**config.mk**
```make
export PLATFORM = sky130hd
export DESIGN_NAME = if_fetch_unit
export DESIGN_NICKNAME = d
export VERILOG_FILES = /design/src/rtl/if_fetch_unit.sv
export SDC_FILE = /design/constraint.sdc
export NUM_CORES = 1
export LEC_CHECK = 0
export CAP_MARGIN = 20
export CELL_PAD_IN_SITES_DETAIL_PLACEMENT = 0
export CELL_PAD_IN_SITES_GLOBAL_PLACEMENT = 1
export CORE_MARGIN = 5
export CORE_UTILIZATION = 41
export DETAILED_ROUTE_END_ITERATION = 16
export GPL_TIMING_DRIVEN = 0
export PLACE_DENSITY_LB_ADDON = 0.1
export SYNTH_ARGS = -nofsm -noshare
export SYNTH_HDL_FRONTEND = slang
export SYNTH_SLANG_ARGS = --single-unit
```
**constraint.sdc**
```tcl
create_clock -name clk -period 6.1 [get_ports clk]
set_input_delay 1.22 -clock clk [delete_from_list [all_inputs] [get_ports clk]]
set_output_delay 1.22 -clock clk [all_outputs]
set_load 0.03 [all_outputs]
```
**src/rtl/if_fetch_unit.sv**
```systemverilog
// Instruction-fetch stage: PC generation, 1-cycle ROM handshake, prefetch FIFO feeding IF/ID.
// Optional IF_ADEL_CHECK_EN: misaligned PCs become address-error entries instead of ROM reads.
module if_fetch_unit #(
  parameter logic [31:0] RESET_PC  = 32'h0000_0000,
  parameter int unsigned PC_STEP   = 4,
  parameter int unsigned BUF_DEPTH = 2
) (
  input  logic        clk,
  input  logic        rst,
  input  logic [5:0]  stall,
  input  logic        branch_flag_i,
  input  logic [31:0] branch_target_i,
  input  logic        flush_i,
  input  logic [31:0] flush_pc_i,
  output logic        rom_ce_o,
  output logic [31:0] rom_addr_o,
  input  logic [31:0] rom_data_i,
  output logic [31:0] if_pc_o,
  output logic [31:0] if_inst_o,
  output logic        if_valid_o
`ifdef IF_ADEL_CHECK_EN
  ,output logic       if_excp_adel_o
`endif
);
  localparam int AW = (BUF_DEPTH > 1) ? $clog2(BUF_DEPTH) : 1;
  localparam int CW = AW + 2;

  typedef enum logic [1:0] {IDLE, FETCH, HOLD} state_e;

  state_e            state_q, state_d;
  logic [31:0]       pc_q, pc_d;
  logic [AW-1:0]     rd_ptr_q, rd_ptr_d, wr_ptr_q, wr_ptr_d;
  logic [CW-1:0]     cnt_q, cnt_d;
  logic              inflight_q, inflight_d;
  logic [31:0]       inflight_pc_q, inflight_pc_d;
  logic [31:0]       pc_mem_q [BUF_DEPTH];
  logic [31:0]       pc_mem_d [BUF_DEPTH];
  logic [31:0]       inst_mem_q [BUF_DEPTH];
  logic [31:0]       inst_mem_d [BUF_DEPTH];

  logic              redirect, pop, push, fits, req, misalign;
  logic [CW-1:0]     occ_eff;
  logic [31:0]       req_pc, push_inst;
  logic              unused_stall;

  assign unused_stall = ^stall[5:2];

  assign redirect   = branch_flag_i && !flush_i;
  assign if_valid_o = (cnt_q != '0) && !flush_i;
  assign if_pc_o    = if_valid_o ? pc_mem_q[rd_ptr_q]   : 32'h0;
  assign if_inst_o  = if_valid_o ? inst_mem_q[rd_ptr_q] : 32'h0;
  assign pop        = if_valid_o && !stall[1];
  // A response that lands during a redirect belongs to the old path.
  assign push       = inflight_q && !flush_i && !branch_flag_i;

  // A slot freed by this cycle's pop is reusable at once, so streaming has no gaps.
  assign occ_eff = cnt_q + CW'(inflight_q) - CW'(pop);
  assign fits    = occ_eff < CW'(BUF_DEPTH);
  assign req     = (state_q != IDLE) && !stall[0] && !flush_i && (redirect || fits);
  assign req_pc  = redirect ? branch_target_i : pc_q;

`ifdef IF_ADEL_CHECK_EN
  logic             inflight_adel_q, inflight_adel_d;
  logic             adel_mem_q [BUF_DEPTH];
  logic             adel_mem_d [BUF_DEPTH];
  assign misalign       = req_pc[1:0] != 2'b00;
  assign push_inst      = inflight_adel_q ? 32'h0 : rom_data_i;
  assign if_excp_adel_o = if_valid_o && adel_mem_q[rd_ptr_q];
`else
  assign misalign  = 1'b0;
  assign push_inst = rom_data_i;
`endif

  assign rom_ce_o   = req && !misalign;
  assign rom_addr_o = rom_ce_o ? req_pc : 32'h0;

  always_comb begin
    pc_mem_d   = pc_mem_q;
    inst_mem_d = inst_mem_q;
`ifdef IF_ADEL_CHECK_EN
    adel_mem_d      = adel_mem_q;
    inflight_adel_d = req && misalign;
    if (push) adel_mem_d[wr_ptr_q] = inflight_adel_q;
`endif
    rd_ptr_d = pop  ? rd_ptr_q + AW'(1) : rd_ptr_q;
    wr_ptr_d = push ? wr_ptr_q + AW'(1) : wr_ptr_q;
    cnt_d    = cnt_q + CW'(push) - CW'(pop);
    if (push) begin
      pc_mem_d[wr_ptr_q]   = inflight_pc_q;
      inst_mem_d[wr_ptr_q] = push_inst;
    end
    if (flush_i) begin
      cnt_d    = '0;
      wr_ptr_d = rd_ptr_q;
    end else if (redirect) begin
      // Only an unpopped head survives; it is the delay slot.
      if (pop || cnt_q == '0) begin
        cnt_d    = '0;
        wr_ptr_d = rd_ptr_d;
      end else begin
        cnt_d    = CW'(1);
        wr_ptr_d = rd_ptr_q + AW'(1);
      end
    end
    inflight_d    = req;
    inflight_pc_d = req ? req_pc : inflight_pc_q;
    if (flush_i)       pc_d = flush_pc_i;
    else if (req)      pc_d = req_pc + 32'(PC_STEP);
    else if (redirect) pc_d = branch_target_i;
    else               pc_d = pc_q;
    if (flush_i || redirect || state_q == IDLE) state_d = FETCH;
    else if (cnt_d + CW'(inflight_d) == CW'(BUF_DEPTH)) state_d = HOLD;
    else state_d = FETCH;
  end

  always_ff @(posedge clk or negedge rst) begin
    if (!rst) begin
      state_q       <= IDLE;
      pc_q          <= RESET_PC;
      rd_ptr_q      <= '0;
      wr_ptr_q      <= '0;
      cnt_q         <= '0;
      inflight_q    <= 1'b0;
      inflight_pc_q <= 32'h0;
      for (int i = 0; i < BUF_DEPTH; i++) begin
        pc_mem_q[i]   <= 32'h0;
        inst_mem_q[i] <= 32'h0;
`ifdef IF_ADEL_CHECK_EN
        adel_mem_q[i] <= 1'b0;
`endif
      end
`ifdef IF_ADEL_CHECK_EN
      inflight_adel_q <= 1'b0;
`endif
    end else begin
      state_q       <= state_d;
      pc_q          <= pc_d;
      rd_ptr_q      <= rd_ptr_d;
      wr_ptr_q      <= wr_ptr_d;
      cnt_q         <= cnt_d;
      inflight_q    <= inflight_d;
      inflight_pc_q <= inflight_pc_d;
      pc_mem_q      <= pc_mem_d;
      inst_mem_q    <= inst_mem_d;
`ifdef IF_ADEL_CHECK_EN
      adel_mem_q      <= adel_mem_d;
      inflight_adel_q <= inflight_adel_d;
`endif
    end
  end
endmodule

```
==> run_results.csv <==
group,metric,value,unit
run_status,status,"finished, final reports clean",
run,maxCapViolCount,0,
detailed_routing,drt_iter0_markers,434,
cells_and_area,layout-drive-gt1-share,0.1884,
place,gp_congestion,0.8710,
die,coreArea,0.02354,mm2
synth,synth_area,0.009836,mm2
setup_path,arrival,4.71,ns
detailed_routing,ant_nets,0,
timing,fin_crit_sh,0.9726,
die,die_y,164.9,um
clock_network,h-tree-depth,4,
setup_path,endpoint_kind,"output port",
clock_network,cts.repair.resized,78,
synth,syn-num-nets,971,
cells_and_area,postLayoutCoreUtil,0.5487,
synth,yosys_register_bits,200,
clock_network,clk_latency,0.44,ns
setup_path,path_class,"in -> out",
grt,grt_pass1_wl,42090,um
clock_network,cts.path.max_buffers,2,
detailed_routing,num_vias,7249,
timing,setup_viol,0,
grt,grt_max_degree,76,
detailed_routing,routed_wl,27060,um
die,num_rows,56,
grt,antenna_found_initial,0,
synth,synth.avg_cell_area,11.46,um2
timing,whs,0.5030,ns
setup_path,start_kind,"primary input",
timing,maxSlewHeadroom,0.3613,
detailed_routing,drc,0,
die,die_w,164.9,um
detailed_routing,firstDrtPassIters,5,
synth,synth-edff-count,0,
synth,synth.distinct_cells,50,
detailed_routing,wl_per_cell,19.23,um
clock_network,post_cts_buffers,0,
place,dp.cells,1378,
cells_and_area,nets,1188,
synth,yosys_warnings,0,
clock_network,cts_root_buf,"clkbuf_16",
grt,grt_overflow,0,
clock_network,cts_hold_buf,0,
timing,drv_slew,0,
pwr,powerDensity,339.5,mW/mm2
timing,fmax,168.6,MHz
synth,synthFlopType,"dfrtp_1",
detailed_routing,viasPerCell,5.152,
die,die_area,0.02719,mm2
grt,grt_pass1_vias,7406,
die,start_util,0.4178,
setup_path,cp_data_required_time,4.88,ns
hold_path,worstHoldPathType,"reg -> reg",
clock_network,path_clk_slew,0.08,ns
synth,synthArstFlopShare,1.000,
clock_network,cts.sinks,200,
timing,fin_crit,5.933,ns
timing,skew,0.01265,ns
clock_network,cts_buffers,17,
pwr,p_leak,5.745,nW
cells_and_area,stdcell_count,1407,
place,place_hpwl,20150,um
timing,tightest_slew,0.9546,ns
cells_and_area,area_delta_synth_final,31.33,%
cells_and_area,fill_cells,2156,
timing,hold_violations,0,
setup_path,path_max_fanout,19,
die,ios,204,
place,portBuffers,199,
clock_network,cts_tree,"built",
grt,track_usage,0.2013,
synth,synthCells,858,
cells_and_area,layout_commonest_cell,"dfrtp_1",
cells_and_area,antennaDiodeCount,0,
cells_and_area,final_cell_mix,"dfrtp_1 (200), clkdlybuf4s50_1 (169), mux2_2 (136)",
timing,grt_setup_unrepaired,"no",
synth,synth-seq-area-share,0.5088,
pwr,ir_drop,176.8,uV
worst max-delay path, cell delays in order:
cell             delay, ns
clkdlybuf4s50_1       0.46
buf_4                 0.24
clkbuf_4              0.30
nor2_1                0.07
xor2_1                0.14
nand2_1               0.08
fa_1                  0.37
xnor3_1               0.23
a21oi_2               0.10
or2_4                 0.36
clkbuf_4              0.24
clkbuf_2              0.22
nor2_1                0.30
clkdlybuf4s15_2       0.37
metrics by stage:
stage                TNS, ns  total power, mW  worst slack [ns]  cell area [um2]
floorplan                  0            2.918            0.5319             9836
global placement    -1030.50            3.283            -4.792            12230
detailed placement    -76.59            3.321            -2.268            12290
CTS                        0            4.442          0.009913            12920
global route               0            4.646          0.002619            12920
finish                     0            4.385            0.1672            12920
per-layer routing:
layer	track usage	share of wire	vias up
li1	-	-	3458
met1	0.2918	0.47	3537
met2	0.3183	0.47	233
met3	0.03045	0.055	21
met4	0.05028	0.011	0
met5	0	0	-
worst paths after layout:
check,from,to,slack [ns],cells after the start
max,flush_i,rom_addr_o[24],0.17,14
min,inflight_pc_q[5],inflight_pc_q[5],0.50,1
max reg2reg,cnt_q[1],pc_q[28],2.36,12
min reg2reg,inflight_pc_q[5],inflight_pc_q[5],0.50,1
max in group asynchronous,rst,inst_mem_q[6],4.68,2
min in group asynchronous,rst,pc_q[25],0.68,1
report_power, final:
part           switching (mW)  total (mW)  internal [mW]
Combinational           0.550        1.24          0.686
Sequential              0.237        2.03           1.80
Clock                   0.566        1.12          0.550
Total                    1.35        4.39           3.03
Yosys cell counts (all sizes together), types with 9 or more instances:
| cell type | n | share of area |
|---|---|---|
| dfrtp | 200 | 0.51 |
| mux2 | 136 | 0.16 |
| mux2i | 101 | 0.10 |
| nor2 | 100 | 0.038 |
| nand2 | 63 | 0.024 |
| clkbuf | 37 | 0.014 |
| a21o | 32 | 0.024 |
| o21ai | 20 | 0.010 |
| buf | 17 | 0.0081 |
| nor3 | 15 | 0.0076 |
| xnor2 | 12 | 0.011 |
| a31oi | 10 | 0.0064 |
| nor4 | 10 | 0.0064 |
| o31ai | 10 | 0.0076 |
| xor2 | 10 | 0.0089 |
| inv | 9 | 0.0034 |
cell type report:
| class | instances | area [um2] | share of cell area |
|---|---|---|---|
| flip-flops and latches | 200 | 5005 | 0.3874 |
| multi-input cells | 594 | 4587 | 0.3551 |
| repair buffers | 201 | 2066 | 0.1599 |
| clock buffers | 18 | 429.2 | 0.03322 |
| well taps | 319 | 399.1 | 0.03090 |
| plain buffers | 51 | 236.5 | 0.01831 |
| clock inverters | 14 | 153.9 | 0.01191 |
| inverters | 10 | 41.29 | 0.003196 |
state kept, by name, indices dropped and copies added (netlist names):
name           count
cnt_q              3
inflight_pc_q     32
inflight_q         1
inst_mem_q        64
pc_mem_q          64
pc_q              32
rd_ptr_q           1
state_q            2
wr_ptr_q           1
cell families (layout without fill, tap and decap cells):
family	count (synthesis)	in the layout	synth area share
buf+inv	64	294	0.02608
mux	237	237	0.2585
xor+xnor	23	23	0.02188
compound gates	90	90	0.06157
fa+ha+maj	7	7	0.01043
flops	200	200	0.5088
simple gates	237	237	0.1127
Power figures use the tool's default switching activity.
